$ cat config.mk
export PLATFORM = sky130hd
export DESIGN_NAME = zbus_io_resp
export DESIGN_NICKNAME = d
export VERILOG_FILES = /design/src/rtl/zbus_pkg.sv /design/src/rtl/sync2.sv /design/src/rtl/zbus_io_resp.sv
export SDC_FILE = /design/constraint.sdc
export NUM_CORES = 1
export LEC_CHECK = 0
export BUFFER_PORTS_ARGS = -buffer_cell sky130_fd_sc_hd__buf_2
export CAP_MARGIN = 15
export CORE_ASPECT_RATIO = 1.1
export CORE_MARGIN = 4
export CORE_UTILIZATION = 40
export CTS_BUF_LIST = sky130_fd_sc_hd__clkbuf_2 sky130_fd_sc_hd__clkbuf_4 sky130_fd_sc_hd__clkbuf_8
export CTS_CLUSTER_DIAMETER = 60
export DETAILED_ROUTE_END_ITERATION = 16
export GPL_ROUTABILITY_DRIVEN = 0
export PLACE_DENSITY = 0.67
export SKIP_LAST_GASP = 1
export SYNTH_ARGS = -nofsm -noshare
export SYNTH_HDL_FRONTEND = slang
export SYNTH_SLANG_ARGS = --single-unit
$ cat constraint.sdc
create_clock -name clk -period 1.95 [get_ports clk]
set_input_delay 0.39 -clock clk [delete_from_list [all_inputs] [get_ports clk]]
set_output_delay 0.39 -clock clk [all_outputs]
set_load 0.02 [all_outputs]
$ cat src/rtl/zbus_pkg.sv
// Purpose: shared constants, register bit map and FSM state type for the Z80 I/O responder.
// Latency: n/a (declarations only).
// Backpressure: n/a.
package zbus_pkg;

  // Default full 16-bit I/O port addresses
  localparam logic [15:0] RSTINT_PORT_DEF = 16'h83AB;
  localparam logic [15:0] SL811_PORT_DEF  = 16'h81AB;

  // #83AB reset/interrupt control register bit map
  localparam int RI_W5300_IRQ  = 0;  // read-only, synced ~w5300_int_n
  localparam int RI_SL811_IRQ  = 1;  // read-only, synced sl811_intrq
  localparam int RI_W5300_IEN  = 2;
  localparam int RI_SL811_IEN  = 3;
  localparam int RI_W5300_RST  = 4;  // 1 releases W5300 from reset
  localparam int RI_SL811_RST  = 5;  // 1 releases SL811 from reset
  localparam int RI_EXT_IEN    = 6;  // gates the Z80 INT drive
  localparam int RI_INT        = 7;  // read-only, combined internal interrupt

  // #81AB SL811 mode/power register bit map
  localparam int SL_MS         = 0;  // R/W, sl811_ms_n = ~ms
  localparam int SL_USB_POWER  = 1;  // read-only, synced usb_power

  typedef enum logic [1:0] {
    ST_IDLE  = 2'd0,
    ST_READ  = 2'd1,
    ST_WRITE = 2'd2
  } zbus_state_t;

endpackage

$ cat src/rtl/sync2.sv
// Purpose: parametrised-width two-flop synchroniser with synchronous active-low reset value.
// Latency: 2 clk edges from input to q.
// Backpressure: none; samples every clk edge.
//
// Ports: clk, rst_n (sync, active low), d [W-1:0] async input, q [W-1:0] synced output.
module sync2 #(
  parameter int           W       = 1,
  parameter logic [W-1:0] RST_VAL = '0
) (
  input  logic         clk,
  input  logic         rst_n,
  input  logic [W-1:0] d,
  output logic [W-1:0] q
);

  logic [W-1:0] meta_q;

  always_ff @(posedge clk) begin
    if (!rst_n) begin
      meta_q <= RST_VAL;
      q      <= RST_VAL;
    end else begin
      meta_q <= d;
      q      <= meta_q;
    end
  end

endmodule

$ cat src/rtl/zbus_io_resp.sv
// Purpose: clocked Z80 I/O-cycle target for ports #83AB (reset/irq ctl) and #81AB (SL811 mode/power).
// Latency: strobe low sampled at edge N -> FSM/register action at N+2 (N+3 with glitch filter).
// Backpressure: none; the Z80 strobe timing paces every cycle, one action per I/O cycle.
//
// Ports: clk/rst_n (sync, active low); za/zd_in Z80 address and data; zd_out/zd_oe read data and
// bus drive enable; ziorq_n/zrd_n/zwr_n async Z80 strobes; w5300_int_n, sl811_intrq, usb_power
// async status inputs; w5300_rst_n, sl811_rst_n, sl811_ms_n, zint_drv control outputs.
// Build option: define ZBUS_GLITCH_FILTER_EN to add a third strobe stage that rejects 1-clk pulses.
module zbus_io_resp
  import zbus_pkg::*;
#(
  parameter logic [15:0] RSTINT_PORT = RSTINT_PORT_DEF,
  parameter logic [15:0] SL811_PORT  = SL811_PORT_DEF
) (
  input  logic        clk,
  input  logic        rst_n,
  input  logic [15:0] za,
  input  logic [7:0]  zd_in,
  output logic [7:0]  zd_out,
  output logic        zd_oe,
  input  logic        ziorq_n,
  input  logic        zrd_n,
  input  logic        zwr_n,
  input  logic        w5300_int_n,
  input  logic        sl811_intrq,
  input  logic        usb_power,
  output logic        w5300_rst_n,
  output logic        sl811_rst_n,
  output logic        sl811_ms_n,
  output logic        zint_drv
);

  // Strobe vector order: {wr, rd, iorq}; all idle high.
  logic [2:0] strb_s2;
  logic [2:0] strb_eff;
  logic [2:0] stat_s;

  sync2 #(.W(3), .RST_VAL(3'b111)) u_sync_strb (
    .clk   (clk),
    .rst_n (rst_n),
    .d     ({zwr_n, zrd_n, ziorq_n}),
    .q     (strb_s2)
  );

  // Status vector order: {usb_power, sl811_intrq, w5300_int_n}; interrupts idle inactive.
  sync2 #(.W(3), .RST_VAL(3'b001)) u_sync_stat (
    .clk   (clk),
    .rst_n (rst_n),
    .d     ({usb_power, sl811_intrq, w5300_int_n}),
    .q     (stat_s)
  );

`ifdef ZBUS_GLITCH_FILTER_EN
  // A strobe is low only when two consecutive samples agree, so a single-clk pulse never counts.
  logic [2:0] strb_s3;

  always_ff @(posedge clk) begin
    if (!rst_n) begin
      strb_s3 <= 3'b111;
    end else begin
      strb_s3 <= strb_s2;
    end
  end

  assign strb_eff = strb_s2 | strb_s3;
`else
  assign strb_eff = strb_s2;
`endif

  logic iorq_s, rd_s, wr_s;
  logic rdcyc, wrcyc;
  logic sel_rstint, sel_sl811, hit;

  assign iorq_s = strb_eff[0];
  assign rd_s   = strb_eff[1];
  assign wr_s   = strb_eff[2];
  assign rdcyc  = ~iorq_s & ~rd_s;
  assign wrcyc  = ~iorq_s & ~wr_s;

  // za is stable while the strobes are valid, so it is compared unsynchronised.
  assign sel_rstint = (za == RSTINT_PORT);
  assign sel_sl811  = (za == SL811_PORT);
  assign hit        = sel_rstint | sel_sl811;

  logic w5300_irq, sl811_irq, usb_pwr_s;

  assign w5300_irq = ~stat_s[0];
  assign sl811_irq = stat_s[1];
  assign usb_pwr_s = stat_s[2];

  // Writable bits of #83AB live at their own bit positions.
  logic [6:2]  ctl_q;
  logic        ms_q;
  logic        oe_q;
  logic        zint_q;
  zbus_state_t state_q;

  logic       int_irq;
  logic [7:0] rstint_rd;
  logic [7:0] sl811_rd;
  logic [7:0] rd_mux;

  assign int_irq   = |({sl811_irq, w5300_irq} & ctl_q[RI_SL811_IEN:RI_W5300_IEN]);
  assign rstint_rd = {int_irq, ctl_q, sl811_irq, w5300_irq};
  assign sl811_rd  = {6'b0, usb_pwr_s, ms_q};
  assign rd_mux    = sel_rstint ? rstint_rd : sl811_rd;

  always_ff @(posedge clk) begin
    if (!rst_n) begin
      state_q <= ST_IDLE;
      oe_q    <= 1'b0;
      zd_out  <= 8'h00;
      ctl_q   <= '0;
      ms_q    <= 1'b1;
      zint_q  <= 1'b0;
    end else begin
      zint_q <= ctl_q[RI_EXT_IEN] & int_irq;
      case (state_q)
        ST_IDLE: begin
          // Read wins over a simultaneous (illegal) write strobe.
          if (rdcyc && hit) begin
            state_q <= ST_READ;
            zd_out  <= rd_mux;
            oe_q    <= 1'b1;
          end else if (wrcyc && hit) begin
            state_q <= ST_WRITE;
            if (sel_rstint) begin
              ctl_q <= zd_in[6:2];
            end else begin
              ms_q <= zd_in[SL_MS];
            end
          end
        end
        ST_READ: begin
          if (iorq_s && rd_s) begin
            state_q <= ST_IDLE;
            oe_q    <= 1'b0;
          end
        end
        ST_WRITE: begin
          // Holding here until the strobes rise guarantees one commit per cycle.
          if (iorq_s && wr_s) begin
            state_q <= ST_IDLE;
          end
        end
        default: begin
          state_q <= ST_IDLE;
          oe_q    <= 1'b0;
        end
      endcase
    end
  end

  // Drive release follows the raw strobes so the bus is never held past the Z80 read.
  assign zd_oe       = oe_q & ~ziorq_n & ~zrd_n;
  assign w5300_rst_n = ctl_q[RI_W5300_RST];
  assign sl811_rst_n = ctl_q[RI_SL811_RST];
  assign sl811_ms_n  = ~ms_q;
  assign zint_drv    = zint_q;

  // Data bits with no writable destination.
  logic unused_zd_bits;
  assign unused_zd_bits = ^{zd_in[7], zd_in[1]};

endmodule

==> run metrics <==
status=finished, final reports clean; FFs w/ async S/R, synth=0; vias in the first global route=1076; post-synthesis sequential area ratio=0.492; Post-Synthesis Cell Area=1220 um^2; WP data required=2170 ps; Die ar.=4000 um^2; Clk Latency, worst-skew pair=330 ps; P per Cell Area=715 nW/um^2; Clk Tree Root Cell=clkbuf_4; Vias=1110; Pins Over Slew Limit=0; fin cells=210; Post-Syn Nets=162; # nets final=208; # resized after CTS=0; VDD IR max=0.532 mV; Max Cap Viol=0; synth warn=0; placed cell count=202; Slew Limit Headroom=0.719; WL final=2720 um; Initial Util=0.428; CP peak stage delay=450 ps; fin crit period=1570 ps; Die Span Y=65.9 um; first-pass GRT wire length=4580 um; Reg2Reg Depth=4; largest fanout on the critical path=8; f_max=637 MHz; register bit total from synthesis=30; critical path cell sequence=nor4b_1, nand4b_1, o21ai_0, a21oi_1; largest net degree at the start of global routing=25; Routed Antenna Nets=0; critical path endpoint=ctl_q[2]$_SDFFE_PN0P_; unrepaired setup endpoints after global routing=no; setup TNS=0 ps; Clock Skew=10.0 ps; Die Width=60.7 um; Port Buffers=42; Synth Area per Inst=9.38 um^2; number of library cell types mapped by synthesis=34; DRC viols=0; critical path class=reg -> reg; crit-path leading delay family=simple AND/OR/NAND/NOR gates; Final Cycle Share=0.805; First DRT Iteration DRCs=34; Num CTS Buffers=5; R2R Setup Slk=380 ps; Fillers=287; CP bufs+invs=0; Post-synth EDFFs=0; CTS sink cnt=30; FF-to-FF Start=u_sync_strb.q[0]$_SDFF_PN1_; Gate Count Post-Synth=130; launch point of the critical path=u_sync_strb.q[0]$_SDFF_PN1_; H-tree depth=2; CP startpoint kind=register; Pre-antenna DRT Iters=4; final core utilization=0.534; CTS tree=built; antenna cell count=0; Post CTS Setup Buffer Count=0; layout cells sized above 1=0.316; io pins=45; Rows=20; global-route usage over all layers=0.154; Power, Total=1.09 mW; CP Capture Type=register; Crit. path cell count=4; r2r endpoint=ctl_q[2]$_SDFFE_PN0P_; Hold Buf Count CTS=0; arrival time worst endpoint=1790 ps; main flop type after synthesis=dfxtp_1; wire per inst=12.9 um; Final Hold Fails=0; antenna violations before repair=0; Tightest Pin Transition=416 ps; CP max stage cell=nor4b_1; core area=2850 um^2; global route total overflow=0; clk buf depth=2; drt via density=5.29; final setup fails=0; DPL Wire Length=2120 um; Leakage=0.667 nW; Area Growth Syn to Fin=24.9%; worst min path class=in -> reg; clock-pin slew on the worst setup and hold paths=90 ps
registers in the layout, summed over array words and instances, names as in the netlist:
name and cells:
u_sync_strb.q 3, ctl_q 5, zint_drv 1, u_sync_stat.meta_q 3
oe_q 1, state_q 2, ms_q 1, u_sync_strb.meta_q 3
zd_out 8, u_sync_stat.q 3
how the worst min path moves through the flow:
stage                                     startpoint                                to  slack [ps]  cells after the start
floorplan           u_sync_stat.meta_q[0]$_SDFF_PN1_       u_sync_stat.q[0]$_SDFF_PN1_         390                      1
global placement    u_sync_strb.meta_q[0]$_SDFF_PN1_       u_sync_strb.q[0]$_SDFF_PN1_         390                      1
detailed placement  u_sync_strb.meta_q[0]$_SDFF_PN1_       u_sync_strb.q[0]$_SDFF_PN1_         400                      1
CTS                                            zwr_n  u_sync_strb.meta_q[2]$_SDFF_PN1_         220                      2
global route                                 ziorq_n  u_sync_strb.meta_q[0]$_SDFF_PN1_         240                      2
finish                                         zwr_n  u_sync_strb.meta_q[2]$_SDFF_PN1_         240                      2
cells in the final DEF (no fill, tap or decap), types with 2 or more instances in the layout:
cell / instances
buf_2: 42
dfxtp_1: 30
nand2_1: 16
nand2b_1: 8
a21oi_1: 7
o21ai_0: 6
nor2_1: 6
o211ai_1: 6
clkbuf_4: 6
nand3_1: 5
o31ai_1: 5
and2_1: 4
mux2i_1: 4
inv_1: 3
nor3b_1: 2
and4b_1: 2
nor3_1: 2
nor4b_1: 2
and4_1: 2
buf_4: 2
worst reg2reg max path, stage by stage (launching register included):
cell	delay, ps
dfxtp_1	380
nor4b_1	450
nand4b_1	290
o21ai_0	250
a21oi_1	80
per-stage QoR:
step	instance area, um^2	hold WS [ps]	setup WS (ps)
6_report	1520	241	380
5_1_grt	1520	236	181
4_1_cts	1520	224	402
3_5_place_dp	1460	396	191
3_3_place_gp	1460	390	262
2_1_floorplan	1220	386	449
layout make-up:
type | instances | area (um^2) | area share
sequential | 30 | 601 | 0.394
timing repair buffer | 44 | 225 | 0.148
inverter | 4 | 15.0 | 0.00985
clock inverter | 1 | 5.00 | 0.00328
tap | 33 | 41.3 | 0.0271
clock buffer | 7 | 58.8 | 0.0386
multi-input combinational | 91 | 578 | 0.379
power by group:
part	leakage, nW	switching, mW	internal, mW
registers	0.244	0.00589	0.624
clock network	0.0387	0.203	0.188
logic	0.384	0.0324	0.0367
total	0.667	0.241	0.849
kinds of logic after synthesis:
family / Yosys count / share of synthesized area
DFF: 30 / 0.492
muxes: 5 / 0.0421
and+or+nand+nor: 59 / 0.290
AOI/OAI and AO/OA: 27 / 0.142
buffers and inverters: 9 / 0.0338
cell usage after synthesis, drive strengths merged (3+ instances only):
cell type	count	area share
dfxtp	30	0.49
clkbuf	4	0.012
o21ai	6	0.025
nand2	16	0.049
a21oi	7	0.029
o211ai	6	0.037
o31ai	5	0.031
mux2i	4	0.033
nor2	6	0.018
and2	5	0.026
inv	3	0.0092
nand3	5	0.021
nand2b	8	0.041
nor4b	3	0.027
metal layers:
layer / share of wire / global-route usage / wire length [um] / vias up
met1: 0.40 / 0.169 / 1100 / 508
met5: 0 / 0 / 0 / -
li1: - / - / - / 557
met3: 0.072 / 0.0547 / 195 / 6
met4: 0.015 / 0.0650 / 42 / 0
met2: 0.51 / 0.262 / 1380 / 39
(Power assumes the default switching activity.)
